--- src/rtl/bp_be_sys_cmd_pipe.sv ---
// CSR command pipeline with per-stage kill, plus a queued page-table-walk request
// path fed by final-stage TLB misses, a single tracked walk and fault reporting.
module bp_be_sys_cmd_pipe #(
    parameter int vaddr_width_p  = 39,
    parameter int dword_width_p  = 64,
    parameter int csr_op_width_p = 5,
    parameter int stages_p       = 2,
    parameter int miss_els_p     = 2
) (
    input  logic                      clk_i,
    input  logic                      reset_n_i,
    input  logic                      cmd_v_i,
    input  logic [csr_op_width_p-1:0] cmd_op_i,
    input  logic [11:0]               cmd_addr_i,
    input  logic [dword_width_p-1:0]  cmd_data_i,
    input  logic                      cmd_is_store_i,
    input  logic [stages_p-1:0]       kill_i,
    input  logic                      flush_i,
    input  logic                      itlb_miss_i,
    input  logic                      dtlb_miss_i,
    input  logic [vaddr_width_p-1:0]  exc_pc_i,
    input  logic [vaddr_width_p-1:0]  exc_vaddr_i,
    output logic                      csr_v_o,
    output logic [csr_op_width_p-1:0] csr_op_o,
    output logic [11:0]               csr_addr_o,
    output logic [dword_width_p-1:0]  csr_data_o,
    output logic                      miss_v_o,
    input  logic                      miss_ready_i,
    output logic [1:0]                miss_type_o,
    output logic [vaddr_width_p-1:0]  miss_pc_o,
    output logic [vaddr_width_p-1:0]  miss_vaddr_o,
    input  logic                      fill_v_i,
    input  logic                      fill_fault_i,
    output logic                      fault_v_o,
    output logic [1:0]                fault_type_o,
    output logic [vaddr_width_p-1:0]  fault_pc_o,
    output logic [vaddr_width_p-1:0]  fault_vaddr_o,
    output logic                      replay_o,
    output logic                      walk_busy_o
);

    localparam int last = stages_p - 1;
    localparam int ptr_w = $clog2(miss_els_p);
    localparam logic [ptr_w:0] ptr_one = (ptr_w + 1)'(1);

    // Stage pipeline: index k holds the occupant of stage k+1
    logic                      v_p     [stages_p];
    logic [csr_op_width_p-1:0] op_p    [stages_p];
    logic [11:0]               addr_p  [stages_p];
    logic [dword_width_p-1:0]  data_p  [stages_p];
    logic                      store_p [stages_p];

    always_ff @(posedge clk_i or negedge reset_n_i) begin
        if (!reset_n_i) begin
            for (int k = 0; k < stages_p; k++) v_p[k] <= 1'b0;
        end else if (flush_i) begin
            for (int k = 0; k < stages_p; k++) v_p[k] <= 1'b0;
        end else begin
            v_p[0] <= cmd_v_i;
            for (int k = 1; k < stages_p; k++) v_p[k] <= v_p[k-1] & ~kill_i[k-1];
        end
    end

    always_ff @(posedge clk_i) begin
        op_p[0]    <= cmd_op_i;
        addr_p[0]  <= cmd_addr_i;
        data_p[0]  <= cmd_data_i;
        store_p[0] <= cmd_is_store_i;
        for (int k = 1; k < stages_p; k++) begin
            op_p[k]    <= op_p[k-1];
            addr_p[k]  <= addr_p[k-1];
            data_p[k]  <= data_p[k-1];
            store_p[k] <= store_p[k-1];
        end
    end

    assign csr_v_o    = v_p[last] & ~kill_i[last];
    assign csr_op_o   = op_p[last];
    assign csr_addr_o = addr_p[last];
    assign csr_data_o = data_p[last];

    // Miss FIFO with extra-MSB pointers
    logic [1:0]               mem_type  [miss_els_p];
    logic [vaddr_width_p-1:0] mem_pc    [miss_els_p];
    logic [vaddr_width_p-1:0] mem_vaddr [miss_els_p];
    logic [ptr_w:0]           wr_ptr, rd_ptr;
    logic                     empty, full, busy;
    logic                     enq_req, enq, deq;
    logic [1:0]               enq_type;
    logic [vaddr_width_p-1:0] enq_vaddr;

    assign empty = (wr_ptr == rd_ptr);
    assign full  = (wr_ptr[ptr_w] != rd_ptr[ptr_w]) && (wr_ptr[ptr_w-1:0] == rd_ptr[ptr_w-1:0]);

    assign enq_req   = (itlb_miss_i | dtlb_miss_i) & ~kill_i[last] & ~flush_i;
    assign deq       = miss_v_o & miss_ready_i;
    assign enq       = enq_req & (~full | deq);
    assign replay_o  = enq_req & full & ~deq;
    assign enq_type  = itlb_miss_i ? 2'd0 : (store_p[last] ? 2'd2 : 2'd1);
    assign enq_vaddr = itlb_miss_i ? exc_pc_i : exc_vaddr_i;

    assign miss_v_o     = ~empty & ~busy;
    assign miss_type_o  = mem_type[rd_ptr[ptr_w-1:0]];
    assign miss_pc_o    = mem_pc[rd_ptr[ptr_w-1:0]];
    assign miss_vaddr_o = mem_vaddr[rd_ptr[ptr_w-1:0]];

    always_ff @(posedge clk_i or negedge reset_n_i) begin
        if (!reset_n_i) begin
            wr_ptr <= '0;
            rd_ptr <= '0;
        end else if (flush_i) begin
            rd_ptr <= wr_ptr;
        end else begin
            if (enq) wr_ptr <= wr_ptr + ptr_one;
            if (deq) rd_ptr <= rd_ptr + ptr_one;
        end
    end

    always_ff @(posedge clk_i) begin
        if (enq) begin
            mem_type[wr_ptr[ptr_w-1:0]]  <= enq_type;
            mem_pc[wr_ptr[ptr_w-1:0]]    <= exc_pc_i;
            mem_vaddr[wr_ptr[ptr_w-1:0]] <= enq_vaddr;
        end
    end

    // Walk in flight; survives flush, dropped only by reset
    logic [1:0]               walk_type;
    logic [vaddr_width_p-1:0] walk_pc, walk_vaddr;

    always_ff @(posedge clk_i) begin
        if (deq) begin
            walk_type  <= miss_type_o;
            walk_pc    <= miss_pc_o;
            walk_vaddr <= miss_vaddr_o;
        end
    end

    always_ff @(posedge clk_i or negedge reset_n_i) begin
        if (!reset_n_i) begin
            busy          <= 1'b0;
            fault_v_o     <= 1'b0;
            fault_type_o  <= '0;
            fault_pc_o    <= '0;
            fault_vaddr_o <= '0;
        end else begin
            if (deq)
                busy <= 1'b1;
            else if (fill_v_i)
                busy <= 1'b0;
            fault_v_o <= fill_v_i & busy & fill_fault_i;
            if (fill_v_i & busy & fill_fault_i) begin
                fault_type_o  <= walk_type;
                fault_pc_o    <= walk_pc;
                fault_vaddr_o <= walk_vaddr;
            end
        end
    end

    assign walk_busy_o = busy;

endmodule

--- config.mk ---
export PLATFORM = sky130hd
export DESIGN_NAME = bp_be_sys_cmd_pipe
export DESIGN_NICKNAME = d
export VERILOG_FILES = /design/src/rtl/bp_be_sys_cmd_pipe.sv
export SDC_FILE = /design/constraint.sdc
export NUM_CORES = 1
export LEC_CHECK = 0
export CAP_MARGIN = 30
export CORE_MARGIN = 2
export CORE_UTILIZATION = 30
export DETAILED_ROUTE_END_ITERATION = 6
export PLACE_DENSITY = 0.53
export SYNTH_ARGS = -nofsm -noshare
export SYNTH_HDL_FRONTEND = slang
export SYNTH_SLANG_ARGS = --single-unit
--- constraint.sdc ---
create_clock -name clk_i -period 6 [get_ports clk_i]
set_clock_uncertainty 0.15 [all_clocks]
set_input_delay 0.6 -clock clk_i [delete_from_list [all_inputs] [get_ports clk_i]]
set_output_delay 0.6 -clock clk_i [all_outputs]
set_load 0.03 [all_outputs]
## Word level (Yosys, flattened, before mapping)

Memory sizes are Yosys's and may differ from the RTL's.
Cells that the tools add are included.

- Register bits: 168
- Memories kept: 7
- Output and inout bits: 246
- Bits in writable memories: 324

- Reduce and logical (&&, ||, !) cells: 4
- Add/sub/neg operators: 2
- Equal/unequal tests: 3
- Multiplexer cells: 10
- Bitwise operators: 20

Memories:

| memory | depth | bits a word | read ports | clocked after memory_dff | wr ports | line | RTL |
|---|---|---|---|---|---|---|---|
| data_p | 2 | 64 | 2 | 0 | 2 | 50 | `logic [dword_width_p-1:0] data_p [stages_p];` |
| mem_pc | 2 | 39 | 1 | 0 | 1 | 84 | `logic [vaddr_width_p-1:0] mem_pc [miss_els_p];` |
| mem_vaddr | 2 | 39 | 1 | 0 | 1 | 85 | `logic [vaddr_width_p-1:0] mem_vaddr [miss_els_p];` |
| addr_p | 2 | 12 | 2 | 0 | 2 | 49 | `logic [11:0] addr_p [stages_p];` |
| op_p | 2 | 5 | 2 | 0 | 2 | 48 | `logic [csr_op_width_p-1:0] op_p [stages_p];` |
| mem_type | 2 | 2 | 1 | 0 | 1 | 83 | `logic [1:0] mem_type [miss_els_p];` |
| 1 more memories | - | - | - | - | - | - |  |

Operators with widths:

| cell | number |
|---|---|
| $mux W39 | 1 |
| $and A1 B1 Y1 | 11 |
| $mux W2 | 5 |
| $not A1 Y1 | 7 |
| $add A2 B1 Y2 const B | 2 |
| $mux W1 | 4 |
| $reduce_bool A2 Y1 | 2 |
| $eq A2 B2 Y1 | 1 |
| $or A1 B1 Y1 | 2 |
| $reduce_and A2 Y1 | 1 |
| $eq A1 B1 Y1 | 1 |
| $logic_and A1 B1 Y1 | 1 |
| $ne A1 B1 Y1 | 1 |

## Logic depth before layout (Yosys ltp)

- Word-level depth: 8
- Gate-level depth with buffers: 6

## Worst setup path after synthesis

No wires, ideal clock.

- Path kind: reg-to-reg
- Start point: register rd_ptr[0]
- End point: register walk_pc[0] (enable)
- Setup time: 0.519 ns
- Arrival time: 4.269 ns
- Stages on the path, launching flop included: 6
- Slack: 1.062 ns
- Cell sequence: dfrtp_1 -> buf_2 -> buf_2 -> xor2_1 -> nor2_1 -> nor2_1

- Longest elaborated chain between the ends: 4

RTL lines:

| what | line | RTL |
|---|---|---|
| start: declaration | 86 | `logic [ptr_w:0] wr_ptr, rd_ptr;` |
| start signal: assignment | 112 | `rd_ptr <= wr_ptr;` |
| start signal: assignment | 115 | `if (deq) rd_ptr <= rd_ptr + ptr_one;` |
| $eq A2 B2 Y1 | 92 | `assign empty = (wr_ptr == rd_ptr);` |
| $not A1 Y1 | 102 | `assign miss_v_o = ~empty & ~busy;` |
| $and A1 B1 Y1 | 102 |  |
| $and A1 B1 Y1 | 96 | `assign deq = miss_v_o & miss_ready_i;` |
| net deq | 88 | `logic enq_req, enq, deq;` |
| end signal: assignment | 134 | `walk_pc <= miss_pc_o;` |
| end: declaration | 129 | `logic [vaddr_width_p-1:0] walk_pc, walk_vaddr;` |

The timed path passes the listed nets, and every way through them passes these cells.
A chain may end at the register's enable or synchronous reset.

## Final worst setup path

- Start point: register rd_ptr[0]
- End point: output port miss_type_o[1]

- Longest elaborated chain between the ends: 1

RTL lines:

| what | line | RTL |
|---|---|---|
| $mem_v2 Z2 W2 | - |  |
| end: declaration | 29 | `output logic [1:0] miss_type_o,` |

No other way between the ends.

==> results.sh <==
export IMPL_synthTopCellsByArea="edfxtp_1 45%, dfxtp_1 21%, mux2_2 14%"
export IMPL_cts_htree_levels=2
export IMPL_relSlewSlack=0.395
export IMPL_grtUsageTotal=0.129
export IMPL_rows=84
export IMPL_hp_class="register to register"
export IMPL_worstPathRequired_ns=5.25
export IMPL_ant_nets=0
export IMPL_vias=7996
export IMPL_synthesis_area_um2=16000
export IMPL_die_x_um=235
export IMPL_root_buffer="clkbuf_16"
export IMPL_cts_buffers=51
export IMPL_start_kind="register"
export IMPL_leakage_nw=8.08
export IMPL_ys_seq_area_frac=0.796
export IMPL_worstReg2RegStart="rd_ptr[0]$_DFFE_PN0P_"
export IMPL_io_pins=417
export IMPL_antenna_found_initial=3
export IMPL_die_area_um2=55000
export IMPL_cts_tree="yes"
export IMPL_gr_total_overflow=0
export IMPL_ir_drop_v=0.000352
export IMPL_start_util=0.304
export IMPL_grt_pass1_vias=8551
export IMPL_critical_path_max_fanout=48
export IMPL_nNetsFinal=1382
export IMPL_timing_fmax_mhz=254
export IMPL_r2r_cells=4
export IMPL_syn_area_per_cell_um2=19.0
export IMPL_period_needed_ns=3.94
export IMPL_power_w=0.0113
export IMPL_hold_violations=0
export IMPL_die_y_um=235
export IMPL_worst_pin_slew_ns=0.908
export IMPL_area_growth_syn_to_layout_pct=38.8
export IMPL_post_cts_buffers=0
export IMPL_grt_max_degree=59
export IMPL_maxCapViolations=0
export IMPL_cts_path_max_buffers=3
export IMPL_preCtsSetupSlack_ns=2.27
export IMPL_drcViolationCount=0
export IMPL_crit_type="register to output pin"
export IMPL_worst_r2r_endpoint="mem_vaddr[0][35]$_DFFE_PP_"
export IMPL_timing_hold_ws_ns=0.174
export IMPL_syn_nets=1010
export IMPL_powerDensity_nw_per_um2=511
export IMPL_end_kind="output pin"
export IMPL_synth_seq_cells=492
export IMPL_finalCritPeriodShare=0.657
export IMPL_ys_warn_count=0
export IMPL_gp_congestion=0.707
export IMPL_initialDrtViolationCount=328
export IMPL_synth_distinct_cells=33
export IMPL_coreArea_um2=52600
export IMPL_portBuffers=416
export IMPL_grt_pass1_wl_um=53600
export IMPL_clk_latency_ns=0.58
export IMPL_drive_gt1_frac=0.238
export IMPL_slew_viol_final=0
export IMPL_r2r_slack_ns=2.83
export IMPL_tns_ns=0
export IMPL_setup_viol=0
export IMPL_crit_path_end="miss_type_o[1]"
export IMPL_wire_per_inst_um=18.6
export IMPL_post_dp_hpwl_um=24200
export IMPL_synth_top_cell_area_share=0.452
export IMPL_setup_ws_ns=2.06
export IMPL_clkTransAtPathRegs_ns=0.06
export IMPL_cp_arrival_ns=3.19
export IMPL_cts_sinks=492
export IMPL_wl_um=36100
export IMPL_netlist_instances=839
export IMPL_vias_per_cell=4.12
export IMPL_crit_start="rd_ptr[0]$_DFFE_PN0P_"
export IMPL_yosys_area_top_type="edfxtp_1"
export IMPL_status="complete, no violations"
export IMPL_rsz0062_at_grt="false"
export IMPL_utilization=0.421
export IMPL_firstDrtPassIters=4
==> worst max-delay path: stages, from the launching register on <==
cell and delay [ns]:
dfrtp_4 0.80, buf_4 0.68, mux2_2 0.43, clkdlybuf4s50_1 0.65
==> registers in the layout (all words and copies together) (netlist names), 4 cells and up <==
| name | count |
|---|---|
| walk_vaddr | 39 |
| mem_type | 4 |
| op_p | 10 |
| data_p | 128 |
| addr_p | 24 |
| fault_vaddr_o | 39 |
| fault_pc_o | 39 |
| mem_pc | 78 |
| mem_vaddr | 78 |
| walk_pc | 39 |
==> power by group <==
part	switching, W	internal, W
clock network	0.00131	0.00197
logic	0.00192	0.00146
registers	0.000302	0.00435
total	0.00353	0.00777
==> area by class of cell <==
cell class | count | area [um2]
inverter | 2 | 7.51
clock inverter | 8 | 91.3
timing repair buffer | 426 | 4230
clock buffer | 88 | 1720
antenna | 1 | 2.50
multi-input combinational | 238 | 2530
fill | 4789 | 30400
sequential | 492 | 12700
tap | 688 | 861
==> how the worst min path moves through the flow <==
stage | from | to | slack, ns | cells after the start
after floorplan | reset_n_i | fault_pc_o[0]$_DFFE_PN0P_ | 0.15 | 0
after global placement | data_p[0][61]$_DFF_P_ | data_p[0][125]$_DFF_P_ | 0.16 | 0
after detailed placement | addr_p[0][3]$_DFF_P_ | addr_p[0][15]$_DFF_P_ | 0.16 | 0
after CTS | data_p[0][25]$_DFF_P_ | data_p[0][89]$_DFF_P_ | 0.17 | 0
after global routing | data_p[0][45]$_DFF_P_ | data_p[0][109]$_DFF_P_ | 0.18 | 0
final | data_p[0][25]$_DFF_P_ | data_p[0][89]$_DFF_P_ | 0.17 | 0
==> metal layers <==
layer / wire length [um] / part of all wire / track usage
met2: 17600 / 0.49 / 0.218
met1: 14200 / 0.39 / 0.145
met4: 835 / 0.023 / 0.0387
met3: 3460 / 0.096 / 0.0571
met5: 14 / 0.00039 / 0
==> cell usage in the layout, fill, tap and decap left out, types with 2 or more instances in the layout <==
master	instances
a22oi_1	2
inv_4	2
buf_4	10
nand3b_1	2
xnor2_1	2
nand3_1	2
dfxtp_1	164
clkdlybuf4s50_1	414
clkbuf_1	17
and2b_2	2
nor2b_1	2
mux2_2	199
dfrtp_1	87
clkbuf_8	9
clkbuf_16	61
xor2_1	2
nor2_1	6
edfxtp_1	240
inv_1	2
and2_4	2
==> synthesized netlist by cell type <==
| cell | number |
|---|---|
| a21oi_1 | 1 |
| o2111ai_1 | 1 |
| a311oi_2 | 1 |
| buf_6 | 1 |
| nand3_1 | 2 |
| buf_4 | 81 |
| o21ai_1 | 1 |
| edfxtp_1 | 240 |
| xor2_1 | 2 |
| nand2b_1 | 1 |
| a21boi_0 | 1 |
| and3_1 | 2 |
| nor2b_1 | 2 |
| or2_1 | 1 |
| or2_4 | 1 |
| buf_2 | 24 |
| o31ai_1 | 1 |
| inv_1 | 2 |
| mux2_2 | 199 |
| dfxtp_1 | 164 |
| and2b_1 | 1 |
| clkbuf_1 | 1 |
| nor3_1 | 1 |
| o22ai_1 | 1 |
| o41ai_2 | 1 |
| nor3b_1 | 1 |
| and2_1 | 2 |
| xnor2_1 | 2 |
| nor2_1 | 7 |
| nand3b_1 | 2 |
| dfrtp_1 | 88 |
| a22oi_1 | 2 |
| and2b_2 | 2 |
==> metrics by stage <==
step                      cells  cell area [um2]
after floorplan             839            16000
after global placement     1845            20300
after detailed placement   1845            20300
after CTS                  1942            22100
after global routing       1943            22100
final                      1943            22100
==> logic make-up (layout without fill, tap and decap cells) <==
kind of cell,after synthesis,in the layout,share of synthesized area
other cells,0,1,0
flops,492,492,0.796
buf+inv,109,524,0.0471
mux,199,199,0.140
simple gates,25,25,0.00926
xor+xnor,4,4,0.00220
compound gates,10,10,0.00541
==> repair_timing <==
item / in CTS / in global routing
hold buffers: 1 / 0
resized for setup: 0 / 0
endpoints found under the hold margin: 36 / 0
Power figures use the tool's default switching activity.
